`config.mk`:
```
export PLATFORM = sky130hd
export DESIGN_NAME = fetch_pack_stage
export DESIGN_NICKNAME = d
export VERILOG_FILES = /design/src/rtl/fetch_pack_stage_pkg.sv /design/src/rtl/fetch_pack_stage_mask_compact4.sv /design/src/rtl/fetch_pack_stage.sv
export SDC_FILE = /design/constraint.sdc
export NUM_CORES = 1
export LEC_CHECK = 0
export CAP_MARGIN = 5
export CORE_MARGIN = 8
export CORE_UTILIZATION = 54
export CTS_BUF_LIST = sky130_fd_sc_hd__clkbuf_8 sky130_fd_sc_hd__clkbuf_16
export DETAILED_ROUTE_END_ITERATION = 8
export GPL_ROUTABILITY_DRIVEN = 0
export PLACE_DENSITY = 0.85
export REMOVE_ABC_BUFFERS = 1
export SLEW_MARGIN = 5
export SYNTH_ARGS = -nofsm -noshare
export SYNTH_HDL_FRONTEND = slang
export SYNTH_HIERARCHICAL = 1
export SYNTH_SLANG_ARGS = --single-unit
```
`constraint.sdc`:
```
create_clock -name clk -period 4.2 [get_ports clk]
set_input_delay 0.63 -clock clk [delete_from_list [all_inputs] [get_ports clk]]
set_output_delay 0.63 -clock clk [all_outputs]
set_load 0.005 [all_outputs]
```
`src/rtl/fetch_pack_stage_pkg.sv`:
```
// fetch_pack_stage shared types.
// Fetch/decode widths and the pack FSM state encoding.
package fetch_pack_stage_pkg;

  localparam int FETCH_WIDTH  = 4;
  localparam int DECODE_WIDTH = 2;
  localparam int INST_WIDTH   = 32;

  typedef logic [INST_WIDTH-1:0] inst_t;

  typedef enum logic [1:0] {
    IDLE  = 2'd0,
    FIRST = 2'd1,
    LAST  = 2'd2
  } pack_state_e;

endpackage

```
`src/rtl/fetch_pack_stage_mask_compact4.sv`:
```
// mask_compact4: squeezes masked-off slots out of a fetch group.
// Slot i lands at popcount(mask[i-1:0]); n is the total popcount.
module mask_compact4
  import fetch_pack_stage_pkg::*;
#(
  parameter int DATA_WIDTH = 32
) (
  input  logic [FETCH_WIDTH-1:0]                 mask,
  input  logic [FETCH_WIDTH-1:0][DATA_WIDTH-1:0] data,
  output logic [FETCH_WIDTH-1:0][DATA_WIDTH-1:0] cdata,
  output logic [2:0]                             n
);

  always_comb begin
    cdata = '0;
    n     = '0;
    for (int i = 0; i < FETCH_WIDTH; i++) begin
      if (mask[i]) begin
        cdata[n[1:0]] = data[i];
        n             = n + 3'd1;
      end
    end
  end

endmodule

```
`src/rtl/fetch_pack_stage.sv`:
```
// fetch_pack_stage: repacks masked 4-wide fetch groups
// into dense 2-lane beats for the instruction buffer.
module fetch_pack_stage
  import fetch_pack_stage_pkg::*;
#(
  parameter int DATA_WIDTH = 32,
  parameter int IN_PORT    = FETCH_WIDTH,
  parameter int OUT_PORT   = DECODE_WIDTH
) (
  input  logic                               clk,
  input  logic                               rst_n,
  input  logic                               flush_i,
  input  logic                               in_valid_i,
  output logic                               in_ready_o,
  input  logic [IN_PORT-1:0]                 in_mask_i,
  input  logic [IN_PORT-1:0][DATA_WIDTH-1:0] in_data_i,
  output logic                               out_valid_o,
  input  logic                               out_ready_i,
  output logic [1:0]                         out_num_o,
  output logic [OUT_PORT-1:0][DATA_WIDTH-1:0] out_data_o
);

  pack_state_e state_q;
  logic        phase_q;
  logic [2:0]  n_q;
  logic [IN_PORT-1:0][DATA_WIDTH-1:0] hold_q;

  logic [IN_PORT-1:0][DATA_WIDTH-1:0] cdata;
  logic [2:0] n;
  logic       xfer;
  logic       load;

  mask_compact4 #(
    .DATA_WIDTH(DATA_WIDTH)
  ) u_compact (
    .mask  (in_mask_i),
    .data  (in_data_i),
    .cdata (cdata),
    .n     (n)
  );

  assign xfer = out_valid_o & out_ready_i;

  assign in_ready_o = (state_q == IDLE) |
                      ((state_q == LAST) & out_ready_i);

  // In LAST, accepting implies out_ready_i, so the current
  // beat always leaves on the same edge a new group loads.
  assign load = in_valid_i & in_ready_o & ~flush_i &
                (n != 3'd0);

  assign out_data_o[0] = phase_q ? hold_q[2] : hold_q[0];
  assign out_data_o[1] = phase_q ? hold_q[3] : hold_q[1];

  always_ff @(posedge clk or negedge rst_n) begin
    if (!rst_n) begin
      state_q     <= IDLE;
      phase_q     <= 1'b0;
      n_q         <= '0;
      hold_q      <= '0;
      out_valid_o <= 1'b0;
      out_num_o   <= '0;
    end else if (flush_i) begin
      state_q     <= IDLE;
      phase_q     <= 1'b0;
      out_valid_o <= 1'b0;
      out_num_o   <= '0;
    end else if (load) begin
      hold_q      <= cdata;
      n_q         <= n;
      phase_q     <= 1'b0;
      out_valid_o <= 1'b1;
      if (n > 3'd2) begin
        state_q   <= FIRST;
        out_num_o <= 2'd2;
      end else begin
        state_q   <= LAST;
        out_num_o <= n[1:0];
      end
    end else begin
      unique case (state_q)
        IDLE: ;
        FIRST: begin
          if (xfer) begin
            state_q   <= LAST;
            phase_q   <= 1'b1;
            out_num_o <= 2'(n_q - 3'd2);
          end
        end
        LAST: begin
          if (xfer) begin
            state_q     <= IDLE;
            phase_q     <= 1'b0;
            out_valid_o <= 1'b0;
            out_num_o   <= '0;
          end
        end
        default: begin
          state_q     <= IDLE;
          out_valid_o <= 1'b0;
          out_num_o   <= '0;
        end
      endcase
    end
  end

endmodule

```
# After elaboration in Yosys (flattened, before gate mapping)
# Cells that the tools add are included.
word_totals:
  regBits: 136
  wordCells: 82
op_classes:
  muxes: 38
  eq_ne: 6
  reduce_logical: 11
  order_cmp: 7
  n_bitwise: 7
  n_addsub: 4
ops:
  columns: ["op", "n"]
  rows:
  - ["bitwise mux 128 bit", 3]
  - ["2-to-1 mux 128 bit", 3]
  - ["demux 32 bit (select 2 bit)", 3]
  - ["2-to-1 mux 32 bit", 6]
  - ["2-to-1 mux 2 bit", 9]
  - ["one-hot mux 2 bit (3 select lines)", 2]
  - ["2-to-1 mux 3 bit", 3]
  - ["inequality test 4 bit, second input constant", 2]
  - ["2-to-1 mux 1 bit", 7]
  - ["adder 3 x 1 -> 3 bit, second input constant", 2]
  - ["< comparator 2 x 3 -> 1 bit, second input constant", 2]
  - ["AND reduction 3 bit", 2]
  - ["bitwise AND 1 bit", 5]
  - ["greater-or-equal comparator 2 x 1 -> 1 bit, second input constant", 2]
  - ["one-hot mux 1 bit (2 select lines)", 2]
  - ["AND reduction 2 bit", 2]
  - ["nonzero test 4 bit", 1]
  - ["greater-than comparator 3 x 2 -> 1 bit, second input constant", 1]
  - ["logical AND 1 bit", 3]
  - ["< comparator 1 x 3 -> 1 bit, second input constant", 1]
  - ["inequality test 3 x 1 -> 1 bit, second input constant", 1]
  - ["inequality test 3 bit, second input constant", 1]
  - ["nonzero test 3 bit", 1]
  - ["adder 1 x 1 -> 2 bit, second input constant", 1]
  - ["other kinds (8)", 8]

# Longest topological paths before layout
# Gate-level depths: netlist (run 1).
logic_depth:
  word_depth: 11
  depth_mapped: 15
  depth_no_buf: 9

# Hierarchy
# The synthesis (run 1) kept the hierarchy.
modules_own_cells:
  columns: ["module", "n_inst", "seq_area_each_um2", "cells_per_inst", "area_per_inst_um2"]
  rows:
  - ["fetch_pack_stage", 1, 3403.3, 392, 5964.5]
  - ["mask_compact4", 1, 0.0, 442, 3326.9]

# Least setup slack after synthesis (run 1)
# Ideal clock, no wire load.
synth_path:
  kind: "input port to flip-flop"
  start: "input port in_mask_i[0]"
  end: "register hold_q[125] in the netlist's numbering"
  setup_ns: 0.125
  slack_ns: 0.584
  arrival_time_ns: 3.492
  stages: 14
  path_cell_list: "buf_2 > clkbuf_1 > inv_1 > ha_1 > buf_4 > nor3b_1 > o21ai_4 > buf_6 > o211ai_1 > nor3_1 > nor3_4 > buf_2 > buf_4 > mux2_2"
synth_via:
  word_cells_on_any_way: 31
synth_rtl:
  columns: ["element", "line_no", "rtl"]
  rows:
  - ["start: declaration", "fetch_pack_stage.sv:15", "input logic [IN_PORT-1:0] in_mask_i,"]
  - ["2-to-1 mux 1 bit (*)", "fetch_pack_stage_mask_compact4.sv:18", "if (mask[i]) begin"]
  - ["adder 1 x 1 -> 2 bit", "fetch_pack_stage_mask_compact4.sv:20", "n = n + 3'd1;"]
  - ["2-to-1 mux 3 bit (*)", "fetch_pack_stage_mask_compact4.sv:18", null]
  - ["adder 3 x 1 -> 3 bit", "fetch_pack_stage_mask_compact4.sv:20", null]
  - ["2-to-1 mux 3 bit (*)", "fetch_pack_stage_mask_compact4.sv:18", null]
  - ["adder 3 x 1 -> 3 bit", "fetch_pack_stage_mask_compact4.sv:20", null]
  - ["2-to-1 mux 3 bit (*)", "fetch_pack_stage_mask_compact4.sv:18", null]
  - ["via n[1]", "fetch_pack_stage.sv:29", "logic [2:0] n;"]
  - ["nonzero test 3 bit (*)", "fetch_pack_stage.sv:50", "(n != 3'd0);"]
  - ["bitwise AND 1 bit (*)", "fetch_pack_stage.sv:49", "assign load = in_valid_i & in_ready_o & ~flush_i &"]
  - ["AND reduction 2 bit (no line) (*)", null, null]
  - ["end signal: assignment", "fetch_pack_stage.sv:69", "hold_q <= cdata;"]
  - ["end: declaration", "fetch_pack_stage.sv:26", "logic [IN_PORT-1:0][DATA_WIDTH-1:0] hold_q;"]
# The timed path passes the listed nets; every way through them passes the cells marked *.
# A chain may end at the register's enable or synchronous reset.

# Worst setup path in the final report (run 1)
layout_path:
  start: "input port in_mask_i[0]"
  end: "register hold_q[104] in the netlist's numbering"
# The elaborated chain is that of the path after synthesis.

==> results.toml, run 1 <==
[run_status]
status = "finished clean"

[detailed_routing]
detail-route-antenna-nets = 0
firstDrtPassIters = 6
drtIter0Drc = 612
drt-vias-per-instance = 6.300
drc_errors = 0
routed_wl_um = 28780
wl_per_cell_um = 23.36
dr_total_vias = 7762

[global_routing]
grtUsageTotal_pct = 26.16
grt-ovfl-total = 0
grt_pass1_vias = 8299
antenna_found_initial = 3
grt_pass1_wl_um = 45140
grt_max_degree = 99

[power_and_ir_drop]
power_density_mw_per_mm2 = 525.4
power.leakage_uw = 0.005581
power_uw = 6265
vdd_drop_max_uv = 323.0

[synthesis]
synthTopCellsByArea = "dfrtp_1 37%, mux2_2 27%, mux2i_1 7.1%"
synth-seq-area-share_pct = 36.63
synth_area_mm2 = 0.009291
synth_seq_cells = 136
ys.flop_type = "dfrtp_1"
synth-edff-count = 0
yosysWarnings = 6
synth_largest_area_cell = "dfrtp_1"
yosysTopAreaCellShare_pct = 36.63
syn_avg_cell_area_um2 = 11.14
async_flop_share_pct = 100.0
synthCells = 834
synth_cell_types = 43

[sta]
fmax_mhz = 307.8
drv_slew = 0
grt_setup_unrepaired = "no"
period_minus_slack_ns = 3.248
hold_viol = 0
worst_slack_ns = 0.9516
max_slew_margin_pct = 31.92
worst_pin_slew_ns = 1.018
min_period_over_period_pct = 77.34
fin_skew_ns = 0.005764
setup-violations-final = 0

[setup_path]
rr_worst_depth = 6
crit_family = "buffers and inverters"
cp.depth = 10
reg2reg_to = "hold_q[104]"
critPathMaxFanout = 44
critical_path.startpoint = "in_mask_i[0]"
crit_chain = "buf_2 -> inv_1 -> ha_1 -> buf_4 -> xnor2_1 -> xnor2_1 -> nor3_1 -> nor3_4 -> buf_4 -> mux2_2"
critPathLaunchType = "primary input"
required_ns = 4.50
critPathBufInv = 4
reg2reg_slack_ns = 2.02
reg2reg_from = "state_q[0]"
endpoint = "hold_q[104]"
cp-end-kind = "register"
critPathArrivalTime_ns = 3.55
slowest_stage = "ha_1"
slowest_delay_ns = 0.66
crit_type = "primary input to register"

[clocking]
cts_root_buffer = "clkbuf_16"
holdBufCountCts = 0
htreeDepth = 4
postCtsSetupBuffers = 0
cts_made_buffers = 17
cts_tree = "yes"
clk_latency_ns = 0.42
clockBufferDepth = 2
clkSlewWorstSetupHoldPaths_ns = 0.06
cts.sinks = 136
cts.repair.resized = 0

[place]
dp_slack_ns = 0.5699
port_buffers = 204
dp_cells = 1199
post_dp_cell_area_mm2 = 0.01133
post-dp-hpwl_um = 17790

[floorplanning]
rows = 48
ioPinCount = 205
coreArea_mm2 = 0.01706
fp.dieH_um = 147.2
die_w_um = 147.2
dieArea_mm2 = 0.02166
initial_core_util_pct = 54.47

[flow_run]
cap_viol_max_count = 0

[final_layout]
fill_cells = 1337
final_nets = 1137
drive_gt1_share_pct = 28.83
area_delta_synth_final_pct = 28.33
final_cell_area_mm2 = 0.01192
finalCoreUtilization_pct = 69.91
final_cells = 1232

[worst_hold_path]
hp-class = "primary input to asynchronous set/reset pin"
-- worst register-to-register path, cell delays in order (launching register included) --
cell	delay [ns]
dfrtp_1	0.39
inv_1	0.11
ha_1	0.22
a21oi_2	0.12
nor3_4	0.26
buf_4	0.52
mux2_2	0.44
-- registers in the layout (all words and copies together), names as in the netlist --
name / cells
n_q: 2
state_q: 2
out_num_o: 2
phase_q: 1
hold_q: 128
out_valid_o: 1
-- how the worst min path moves through the flow --
stage / slack, ns / end / start / cells after the start
after floorplan: 0.33 / hold_q[0] / rst_n / 0
after global placement: 0.48 / hold_q[67] / hold_q[67] / 1
after detailed placement: 0.49 / hold_q[84] / hold_q[84] / 1
after CTS: 0.34 / hold_q[71] / rst_n / 1
after global routing: 0.38 / hold_q[85] / rst_n / 1
final: 0.31 / hold_q[85] / rst_n / 1
-- power breakdown --
group          internal [uW]  total, uW  switching [uW]  leakage, uW
Combinational           1680       2640             962      0.00350
Sequential              1790       2110             315      0.00178
Clock                    950       1510             565     0.000305
-- kinds of logic (layout without fill, tap and decap cells) --
kind of cell / Yosys count / in the layout / share of synthesized area, %
compound gates: 150 / 150 / 12.82
xor+xnor: 2 / 2 / 0.1886
fa+ha+maj: 7 / 7 / 0.9426
buf+inv: 123 / 295 / 6.598
flops: 136 / 136 / 36.63
mux: 291 / 291 / 34.38
other cells: 0 / 1 / 0
simple gates: 125 / 125 / 8.443
-- cell type report --
class | count | area [um^2] | share of cell area, %
inverters | 40 | 150.1 | 1.259
flip-flops and latches | 136 | 3407 | 28.57
well taps | 225 | 281.5 | 2.361
repair buffers | 223 | 2198 | 18.44
diodes | 1 | 2.502 | 0.02099
clock buffers | 19 | 452.9 | 3.799
multi-input cells | 575 | 5293 | 44.39
clock inverters | 13 | 138.9 | 1.165
-- metal layers --
metal	vias to the layer above	part of all wire (%)	global-route usage [%]
li1	3433	-	-
met1	3898	41	32.62
met2	376	49	42.73
met3	51	8.3	7.167
met4	4	2.1	9.230
met5	-	0.080	0
-- through the flow --
step                setup TNS (ns)  hold WS, ns
finish                           0       0.3111
global route                     0       0.3805
CTS                              0       0.3385
detailed placement               0       0.4903
global placement                 0       0.4844
floorplan                  -275.13       0.3344
-- cell usage after synthesis, drive strengths merged (2+ instances only) --
cell type / n
nor3: 6
mux2: 225
mux2i: 66
nor3b: 3
ha: 7
a22o: 33
nand2: 5
and3: 34
and3b: 2
dfrtp: 136
o2bb2ai: 2
nor2: 3
nand3: 33
or2: 2
nand3b: 33
clkbuf: 41
xnor2: 2
o21ai: 9
inv: 40
and2: 2
a2bb2oi: 33
buf: 42
a22oi: 32
a31oi: 32
-- cells in the final DEF (no fill, tap or decap), types with 32 or more instances in the layout --
master             n
dfrtp_1          135
a2bb2oi_1         33
inv_1             45
clkdlybuf4s50_1  200
nand3b_1          33
nand3_1           33
mux2i_1           66
and3_1            33
a22oi_1           32
a22o_1            33
a31oi_1           32
mux2_2           223
(Power assumes the default switching activity.)
==> run 2, diff against run 1 <==
Settings changed: CORE_UTILIZATION 54 to 52, PLACE_DENSITY 0.85 to 0.82.
Clock period 4.2 ns to 3 ns, I/O delays scaled along.
==> results.toml, run 2 (synthesized netlist as in run 1, its figures left out) <==
[floorplanning]
die_w_um = 149.7
coreArea_mm2 = 0.01772
ioPinCount = 205
rows = 49
fp.dieH_um = 149.7
dieArea_mm2 = 0.02240
initial_core_util_pct = 52.44

[final_layout]
finalCoreUtilization_pct = 68.12
drive_gt1_share_pct = 30.05
final_cell_area_mm2 = 0.01207
regMostFlops = "hold_q"
area_delta_synth_final_pct = 29.90
largest_reg_flops = 128
final_cell_mix = "223 x mux2_2, 200 x clkdlybuf4s50_1, 135 x dfrtp_1"
final_nets = 1160
layout_commonest_cell = "mux2_2"

[detailed_routing]
wl_per_cell_um = 23.16
drt-vias-per-instance = 6.242
firstDrtPassIters = 5
detail-route-antenna-nets = 0
drc_errors = 0
routed_wl_um = 29070
dr_total_vias = 7834
drtIter0Drc = 572

[setup_path]
critPathBufInv = 3
cp-end-kind = "register"
crit_chain = "buf_2 -> inv_1 -> ha_1 -> or3b_4 -> a21boi_4 -> or2_2 -> nor3_1 -> nor3_4 -> buf_12 -> mux2_2"
slowest_stage = "or3b_4"
critPathArrivalTime_ns = 2.88
required_ns = 3.30
critPathMaxFanout = 63
crit_family = "simple AND/OR/NAND/NOR gates"
slowest_delay_ns = 0.43
crit_type = "primary input to register"
critPathLaunchType = "primary input"

[sta]
worst_slack_ns = 0.4170
fmax_mhz = 387.2
period_minus_slack_ns = 2.583
setup-violations-final = 0
worst_hold_slack_ns = 0.02320
max_slew_margin_pct = 40.06
hold_viol = 0
fin_skew_ns = 0.004488
grt_setup_unrepaired = "no"
worst_pin_slew_ns = 0.8991
drv_slew = 0
min_period_over_period_pct = 86.10

[clocking]
cts_tree = "yes"
cts.repair.resized = 0
clkSlewWorstSetupHoldPaths_ns = 0.05
htreeDepth = 4
postCtsSetupBuffers = 0
cts.sinks = 136
clockBufferDepth = 2
clk_latency_ns = 0.42
cts_root_buffer = "clkbuf_16"
cts_made_buffers = 17
holdBufCountCts = 0

[global_routing]
grt_pass1_wl_um = 45310
antenna_found_initial = 0
grtUsageTotal_pct = 25.72
grt_max_degree = 92
grt_pass1_vias = 8291
grt-ovfl-total = 0

[power_and_ir_drop]
power_uw = 8684
vdd_drop_max_uv = 417.9
power_density_mw_per_mm2 = 719.5
power.leakage_uw = 0.005673

[place]
port_buffers = 204
post-dp-hpwl_um = 19140
post_dp_cell_area_mm2 = 0.01153
dp_slack_ns = 0.008483

[run_status]
status = "finished clean"

[worst_hold_path]
hp-class = "primary input to asynchronous set/reset pin"

[flow_run]
cap_viol_max_count = 0
==> run 2: cell type report <==
type / count / area, um^2
Fill cell: 1353 / 5649
Multi-Input combinational cell: 575 / 5289
Sequential cell: 136 / 3407
Timing Repair Buffer: 246 / 2396
Clock buffer: 21 / 480.5
Tap cell: 229 / 286.5
Inverter: 40 / 150.1
Clock inverter: 7 / 57.56
Antenna cell: 1 / 2.502
==> run 2: final timing paths <==
path                               from     endpoint  slack (ns)  cells after the start
setup / recovery           in_mask_i[0]  hold_q[114]        0.42                     10
hold / removal                    rst_n   hold_q[38]        0.02                      1
setup reg to reg             state_q[0]  hold_q[114]        0.89                      6
hold reg to reg             hold_q[102]  hold_q[102]        0.50                      1
max in group asynchronous         rst_n  hold_q[108]        2.11                      2
min in group clk            hold_q[102]  hold_q[102]        0.50                      1
==> run 2: power by group <==
group	internal, uW	switching [uW]
Combinational	2410	1460
Sequential	2520	351
Clock	1190	761
Total	6110	2570
==> run 2: through the flow <==
step / std cells / TNS [ns]
CTS: 1254 / 0
finish: 1255 / 0
global route: 1254 / 0
global placement: 1226 / 0
floorplan: 751 / -412.84
detailed placement: 1226 / 0
==> run 2: routing by layer <==
layer | vias up | track usage [%] | part of all wire [%]
met5 | - | 0 | 0
met4 | 0 | 9.995 | 3.1
met3 | 88 | 6.380 | 9.6
met2 | 428 | 41.10 | 47
met1 | 3832 | 32.99 | 40
li1 | 3486 | - | -
==> run 3, diff against run 2 <==
Settings changed: SKIP_CTS_REPAIR_TIMING set to 1.
==> results of run 3 <==
Same layout as run 2: the final DEF is identical, and so are final timing and power.
